==> config.mk <==
export PLATFORM = sky130hd
export DESIGN_NAME = icb_arb_2to1
export DESIGN_NICKNAME = d
export VERILOG_FILES = /design/src/rtl/icb_arb_2to1_pkg.sv /design/src/rtl/icb_arb_id_fifo.sv /design/src/rtl/icb_arb_2to1.sv
export SDC_FILE = /design/constraint.sdc
export NUM_CORES = 1
export LEC_CHECK = 0
export CAP_MARGIN = 20
export CORE_AREA = 2 2 122 124
export CTS_CLUSTER_DIAMETER = 120
export DETAILED_ROUTE_END_ITERATION = 8
export DIE_AREA = 0 0 124 126
export GPL_ROUTABILITY_DRIVEN = 0
export SLEW_MARGIN = 20
export SYNTH_ARGS = -nofsm -noshare
export SYNTH_HDL_FRONTEND = slang
export SYNTH_SLANG_ARGS = --single-unit
==> constraint.sdc <==
create_clock -name clk -period 3.14 [get_ports clk]
set_input_delay 0.471 -clock clk [delete_from_list [all_inputs] [get_ports clk]]
set_output_delay 0.471 -clock clk [all_outputs]
set_load 0.02 [all_outputs]
==> src/rtl/icb_arb_2to1_pkg.sv <==
// Shared ICB widths and helpers for the 2:1 ICB arbiter.
// Holds the ICB bus widths, the default outstanding depth and the
// packed command payload used on both sides of the arbiter.
package icb_arb_2to1_pkg;

  localparam int unsigned MYRISCV_ADDRBUS    = 32;
  localparam int unsigned MYRISCV_DATABUS    = 32;
  localparam int unsigned MYRISCV_DATADW     = 32;
  localparam int unsigned MYRISCV_MASKW      = MYRISCV_DATADW / 8;
  localparam int unsigned ICB_ARB_OUTS_DEPTH = 4;

  // Command payload travelling with a command handshake.
  typedef struct packed {
    logic [MYRISCV_ADDRBUS-1:0] addr;
    logic                       read;
    logic [MYRISCV_DATABUS-1:0] wdata;
    logic [MYRISCV_MASKW-1:0]   wmask;
  } icb_cmd_t;

  // Round-robin tie-break: the master not granted last wins.
  function automatic logic rr_pick(input logic rr_last);
    return ~rr_last;
  endfunction

endpackage

==> src/rtl/icb_arb_id_fifo.sv <==
// In-order 1-bit ID FIFO recording which master owns each outstanding
// command.
// Ports: clk, rst_n (async active-low), i_push/i_din write side,
// i_pop read side, o_head (ID at head), o_full, o_empty.
// Push is ignored when full and pop is ignored when empty.
module icb_arb_id_fifo #(
  parameter int unsigned DEPTH = 4,
  parameter int unsigned AW    = 2
) (
  input  logic clk,
  input  logic rst_n,
  input  logic i_push,
  input  logic i_din,
  input  logic i_pop,
  output logic o_head,
  output logic o_full,
  output logic o_empty
);

  localparam int unsigned CW = AW + 1;

  logic [DEPTH-1:0] r_mem;
  logic [AW-1:0]    r_wptr;
  logic [AW-1:0]    r_rptr;
  logic [CW-1:0]    r_cnt;
  logic             w_do_push;
  logic             w_do_pop;

  assign o_full    = (r_cnt == CW'(DEPTH));
  assign o_empty   = (r_cnt == '0);
  assign o_head    = r_mem[r_rptr];
  assign w_do_push = i_push & ~o_full;
  assign w_do_pop  = i_pop & ~o_empty;

  // Storage, wrapping pointers (power-of-two depth) and occupancy count.
  always_ff @(posedge clk or negedge rst_n) begin
    if (!rst_n) begin
      r_mem  <= '0;
      r_wptr <= '0;
      r_rptr <= '0;
      r_cnt  <= '0;
    end else begin
      if (w_do_push) begin
        r_mem[r_wptr] <= i_din;
        r_wptr        <= r_wptr + AW'(1);
      end
      if (w_do_pop) begin
        r_rptr <= r_rptr + AW'(1);
      end
      case ({w_do_push, w_do_pop})
        2'b10:   r_cnt <= r_cnt + CW'(1);
        2'b01:   r_cnt <= r_cnt - CW'(1);
        default: r_cnt <= r_cnt;
      endcase
    end
  end

endmodule

==> src/rtl/icb_arb_2to1.sv <==
// Two-master to one-slave ICB arbiter in front of the gpu_simple slave.
// Master 0 is the CPU (biu_master) path, master 1 the DMA/blitter.
// Ports: clk, rst (async active-low); m0_/m1_ master ICB command and
// response channels; s_ slave ICB command and response channels.
// Command and response paths are combinational; only the ID FIFO,
// the round-robin pointer and the grant lock are registered.
// While rst is low every output is held at 0.
// Build option: define ICB_ARB_FIXED_PRIO_EN for strict master-0 priority
// on unlocked arbitration instead of round-robin.
module icb_arb_2to1
  import icb_arb_2to1_pkg::*;
#(
  parameter int unsigned OUTS_DEPTH = ICB_ARB_OUTS_DEPTH,
  parameter int unsigned OUTS_AW    = 2
) (
  input  logic                       clk,
  input  logic                       rst,

  input  logic                       m0_icb_cmd_vld,
  output logic                       m0_icb_cmd_rdy,
  input  logic [MYRISCV_ADDRBUS-1:0] m0_icb_cmd_addr,
  input  logic                       m0_icb_cmd_read,
  input  logic [MYRISCV_DATABUS-1:0] m0_icb_cmd_wdata,
  input  logic [MYRISCV_MASKW-1:0]   m0_icb_cmd_wmask,
  output logic                       m0_icb_rsp_vld,
  input  logic                       m0_icb_rsp_rdy,
  output logic [MYRISCV_DATABUS-1:0] m0_icb_rsp_rdata,
  output logic                       m0_icb_rsp_err,

  input  logic                       m1_icb_cmd_vld,
  output logic                       m1_icb_cmd_rdy,
  input  logic [MYRISCV_ADDRBUS-1:0] m1_icb_cmd_addr,
  input  logic                       m1_icb_cmd_read,
  input  logic [MYRISCV_DATABUS-1:0] m1_icb_cmd_wdata,
  input  logic [MYRISCV_MASKW-1:0]   m1_icb_cmd_wmask,
  output logic                       m1_icb_rsp_vld,
  input  logic                       m1_icb_rsp_rdy,
  output logic [MYRISCV_DATABUS-1:0] m1_icb_rsp_rdata,
  output logic                       m1_icb_rsp_err,

  output logic                       s_icb_cmd_vld,
  input  logic                       s_icb_cmd_rdy,
  output logic [MYRISCV_ADDRBUS-1:0] s_icb_cmd_addr,
  output logic                       s_icb_cmd_read,
  output logic [MYRISCV_DATABUS-1:0] s_icb_cmd_wdata,
  output logic [MYRISCV_MASKW-1:0]   s_icb_cmd_wmask,
  input  logic                       s_icb_rsp_vld,
  output logic                       s_icb_rsp_rdy,
  input  logic [MYRISCV_DATABUS-1:0] s_icb_rsp_rdata,
  input  logic                       s_icb_rsp_err
);

  logic     r_rr_last;
  logic     r_lock_vld;
  logic     r_lock_id;

  icb_cmd_t w_m0_cmd;
  icb_cmd_t w_m1_cmd;
  icb_cmd_t w_s_cmd;
  logic     w_gnt_vld;
  logic     w_gnt_id;
  logic     w_gnt_req;
  logic     w_cmd_ok;
  logic     w_push;
  logic     w_pop;
  logic     w_full;
  logic     w_empty;
  logic     w_head;
  logic     w_rsp_go;

  assign w_m0_cmd = {m0_icb_cmd_addr, m0_icb_cmd_read, m0_icb_cmd_wdata, m0_icb_cmd_wmask};
  assign w_m1_cmd = {m1_icb_cmd_addr, m1_icb_cmd_read, m1_icb_cmd_wdata, m1_icb_cmd_wmask};

  // Grant selection: a stalled command keeps its master; otherwise arbitrate.
  always_comb begin
    w_gnt_vld = 1'b0;
    w_gnt_id  = 1'b0;
    if (!rst) begin
      w_gnt_vld = 1'b0;
    end else if (r_lock_vld) begin
      w_gnt_vld = 1'b1;
      w_gnt_id  = r_lock_id;
    end else if (m0_icb_cmd_vld && m1_icb_cmd_vld) begin
      w_gnt_vld = 1'b1;
`ifdef ICB_ARB_FIXED_PRIO_EN
      w_gnt_id  = 1'b0;
`else
      w_gnt_id  = rr_pick(r_rr_last);
`endif
    end else if (m0_icb_cmd_vld) begin
      w_gnt_vld = 1'b1;
      w_gnt_id  = 1'b0;
    end else if (m1_icb_cmd_vld) begin
      w_gnt_vld = 1'b1;
      w_gnt_id  = 1'b1;
    end
  end

  // Command path: granted bundle to the slave, zeros when nothing granted.
  assign w_gnt_req = w_gnt_id ? m1_icb_cmd_vld : m0_icb_cmd_vld;
  assign w_s_cmd   = w_gnt_vld ? (w_gnt_id ? w_m1_cmd : w_m0_cmd) : '0;
  assign w_cmd_ok  = w_gnt_vld & s_icb_cmd_rdy & ~w_full;
  assign w_push    = s_icb_cmd_vld & s_icb_cmd_rdy;

  assign s_icb_cmd_vld   = w_gnt_vld & w_gnt_req & ~w_full;
  assign s_icb_cmd_addr  = w_s_cmd.addr;
  assign s_icb_cmd_read  = w_s_cmd.read;
  assign s_icb_cmd_wdata = w_s_cmd.wdata;
  assign s_icb_cmd_wmask = w_s_cmd.wmask;
  assign m0_icb_cmd_rdy  = w_cmd_ok & ~w_gnt_id;
  assign m1_icb_cmd_rdy  = w_cmd_ok & w_gnt_id;

  // Response path: head of the ID FIFO owns the current slave response.
  assign w_rsp_go         = rst & s_icb_rsp_vld & ~w_empty;
  assign m0_icb_rsp_vld   = w_rsp_go & ~w_head;
  assign m1_icb_rsp_vld   = w_rsp_go & w_head;
  assign s_icb_rsp_rdy    = rst & ~w_empty & (w_head ? m1_icb_rsp_rdy : m0_icb_rsp_rdy);
  assign w_pop            = s_icb_rsp_vld & s_icb_rsp_rdy;
  assign m0_icb_rsp_rdata = rst ? s_icb_rsp_rdata : '0;
  assign m1_icb_rsp_rdata = rst ? s_icb_rsp_rdata : '0;
  assign m0_icb_rsp_err   = rst & s_icb_rsp_err;
  assign m1_icb_rsp_err   = rst & s_icb_rsp_err;

  // Round-robin pointer and grant lock for a command stalled by the slave.
  always_ff @(posedge clk or negedge rst) begin
    if (!rst) begin
      r_rr_last  <= 1'b1;
      r_lock_vld <= 1'b0;
      r_lock_id  <= 1'b0;
    end else begin
      if (w_push) begin
        r_rr_last <= w_gnt_id;
      end
      r_lock_vld <= s_icb_cmd_vld & ~s_icb_cmd_rdy;
      if (s_icb_cmd_vld && !s_icb_cmd_rdy) begin
        r_lock_id <= w_gnt_id;
      end
    end
  end

  icb_arb_id_fifo #(
    .DEPTH (OUTS_DEPTH),
    .AW    (OUTS_AW)
  ) u_id_fifo (
    .clk     (clk),
    .rst_n   (rst),
    .i_push  (w_push),
    .i_din   (w_gnt_id),
    .i_pop   (w_pop),
    .o_head  (w_head),
    .o_full  (w_full),
    .o_empty (w_empty)
  );

endmodule

==> results of run 1 <==
-- stage by stage --
stage               setup WS, ps  util [%]  cells  cell area, um^2  hold slack (ps)
finish                       123      42.0    841             6010              232
global route                13.9      42.0    841             6010              246
floorplan                    890         -    394             2790              175
detailed placement           132      41.4    837             5920              478
global placement             153      41.4    837             5920              475
CTS                          126      42.0    841             6010              240
-- metal layers --
metal / global-route usage (%) / up-vias / wire length (um) / part of all wire [%]
li1: - / 1900 / - / -
met1: 19.8 / 1812 / 5600 / 40
met2: 29.6 / 147 / 7210 / 52
met3: 1.86 / 20 / 922 / 6.6
met4: 3.64 / 0 / 233 / 1.7
met5: 0 / - / 0 / 0
-- Yosys cell counts (7+ instances only) --
cell	number	share of area, %
o21ai_1	68	12
nand3_1	59	11
nand3_2	11	3.9
dfrtp_1	13	12
buf_2	10	1.8
and2_1	33	7.4
a21oi_2	10	3.1
clkbuf_1	16	2.1
buf_6	7	2.8
a21oi_1	59	11
buf_4	35	9.4
inv_1	7	0.94
mux2i_1	7	2.5
-- power breakdown --
part	leakage, nW	total [mW]	internal [mW]	switching [mW]
Combinational	1.91	1.30	0.666	0.632
Sequential	0.173	0.329	0.259	0.0705
Clock	0.0442	0.275	0.194	0.0815
-- worst max path at each step --
stage,startpoint,endpoint,slack [ps],depth (start not counted)
4_1_cts,m1_icb_cmd_vld,s_icb_cmd_wdata[25],130,7
6_report,m1_icb_cmd_vld,s_icb_cmd_wdata[25],120,7
5_1_grt,m1_icb_cmd_vld,s_icb_cmd_wdata[25],10,7
3_5_place_dp,m1_icb_cmd_vld,s_icb_cmd_wdata[6],130,7
2_1_floorplan,rst,u_id_fifo.r_cnt[2]$_DFFE_PN0P_,890,11
3_3_place_gp,m1_icb_cmd_vld,s_icb_cmd_addr[31],150,7
-- flip-flops by register name (all words and copies together), names as in the netlist --
signal,count
u_id_fifo.r_cnt,3
u_id_fifo.r_wptr,2
r_lock_id,1
u_id_fifo.r_mem,4
r_rr_last,1
r_lock_vld,1
u_id_fifo.r_rptr,2
-- cell families after synthesis --
group           after synthesis
compound gates              146
simple gates                127
buf+inv                      82
mux                          14
flops                        14
fa+ha+maj                     6
xor+xnor                      5
-- final cells by class --
cell class	instances	area, um^2
sequential	14	352
fill	1446	8300
tap	184	230
timing repair buffer	333	3370
inverter	8	30.0
multi-input combinational	298	1940
clock buffer	4	88.8
==> impl_metrics.env, run 1 <==
export IMPL_status="finished clean"
export IMPL_cp_arrival_ps=2550
export IMPL_hold_path_class="primary input to async pin"
export IMPL_setup_viol=0
export IMPL_max_stage_delay_ps=640
export IMPL_htree_levels=1
export IMPL_syn_nets=579
export IMPL_maxCapViolations=0
export IMPL_die_area_mm2=0.0156
export IMPL_cpLargestDelayFamily="buffers and inverters"
export IMPL_wire_per_inst_um=16.6
export IMPL_first_pass_iters=5
export IMPL_grt_pass1_vias=3649
export IMPL_r2r_slack_ps=760
export IMPL_critPathLaunchType="primary input"
export IMPL_rr_startpoint="r_lock_vld$_DFF_PN0_"
export IMPL_max_slew_margin_pct=70.6
export IMPL_critical_path_required_ps=2670
export IMPL_synth_cell_type_count=44
export IMPL_totalWireLength_um=14000
export IMPL_ant_nets=0
export IMPL_drt_iter0_drc=194
export IMPL_yosys_area_share_simple_pct=29.2
export IMPL_clock_latency_ps=250
export IMPL_synth_compound_area_share_pct=29.6
export IMPL_grt_max_degree=69
export IMPL_ios=320
export IMPL_start_util_pct=19.5
export IMPL_pwr_density_cell_mw_per_mm2=316
export IMPL_globalRouteOverflowTotal=0
export IMPL_cts_root_buf="clkbuf_16"
export IMPL_cts_max_path_buffers=2
export IMPL_critical_path_most_common_cell="clkdlybuf4s50_1"
export IMPL_cts_resized=0
export IMPL_synth_avg_cell_area_um2=7.09
export IMPL_r2r_cells=10
export IMPL_fin_crit_ps=3020
export IMPL_crit_path_end_kind="output port"
export IMPL_synthMuxAreaShare_pct=5.73
export IMPL_cts_clk_slew_worst_paths_ps=50
export IMPL_cts_sinks=14
export IMPL_synth_xor_area_share_pct=1.57
export IMPL_yosysSeqAreaShare_pct=12.6
export IMPL_track_usage_pct=16.1
export IMPL_max_freq_mhz=331
export IMPL_drive_above_1_share_pct=9.59
export IMPL_crit_type="primary input to output port"
export IMPL_fin_tns_setup_ps=0
export IMPL_p_leak_nw=2.13
export IMPL_synthAdderAreaFrac_pct=2.96
export IMPL_post_cts_buffers=0
export IMPL_ir_drop_mv=0.342
export IMPL_p_total_mw=1.90
export IMPL_io_buffers=319
export IMPL_finalMaxSlewViolations=0
export IMPL_ys_warnings_count=0
export IMPL_worst_pin_slew_ps=440
export IMPL_antenna_found_initial=0
export IMPL_finalHoldViolCount=0
export IMPL_cts_tree="built"
export IMPL_skew_ps=3.39
export IMPL_cts_buffers=3
export IMPL_hpwl_um=11000
export IMPL_yosys_register_bits=14
export IMPL_critPathMaxFanout=43
export IMPL_diodes=0
export IMPL_vias=3879
export IMPL_die_height_um=126
export IMPL_drc=0
export IMPL_rsz0062_at_grt="false"
export IMPL_nNetsFinal=843
export IMPL_area_delta_synth_final_pct=115
export IMPL_synth_edff_count=0
export IMPL_critPathBufInv=3
export IMPL_r2r_end="u_id_fifo.r_cnt[2]$_DFFE_PN0P_"
export IMPL_hold_buffers=0
export IMPL_crit_chain="clkdlybuf4s50_1 -> nor2b_2 -> a22o_2 -> buf_12 -> nand3_1 -> a21oi_1 -> clkdlybuf4s50_1"
export IMPL_row_count=44
export IMPL_async_flop_share_pct=100
export IMPL_crit_slowest_cell="clkdlybuf4s50_1"
export IMPL_dieWidth_um=124
export IMPL_netlist_area_mm2=0.00279
export IMPL_synth_cells=394
export IMPL_coreArea_mm2=0.0143
export IMPL_final_cell_mix="clkdlybuf4s50_1 (317), o21ai_1 (68), nand3_1 (59), a21oi_1 (59), and2_1 (33)"
export IMPL_final_common_cell="clkdlybuf4s50_1"
export IMPL_ys_flop_type="dfrtp_1"
export IMPL_grt_pass1_wl_um=20000
export IMPL_synth_top_family_by_area="compound AO/OA/AOI/OAI gates"
export IMPL_fin_crit_sh_pct=96.1
export IMPL_via_per_inst=4.61
(Power assumes the default switching activity.)
==> run 2, diff against run 1 <==
- SLEW_MARGIN: 20 -> 15
==> results of run 2 <==
No change in the layout: final DEF, timing and power equal those of run 1.
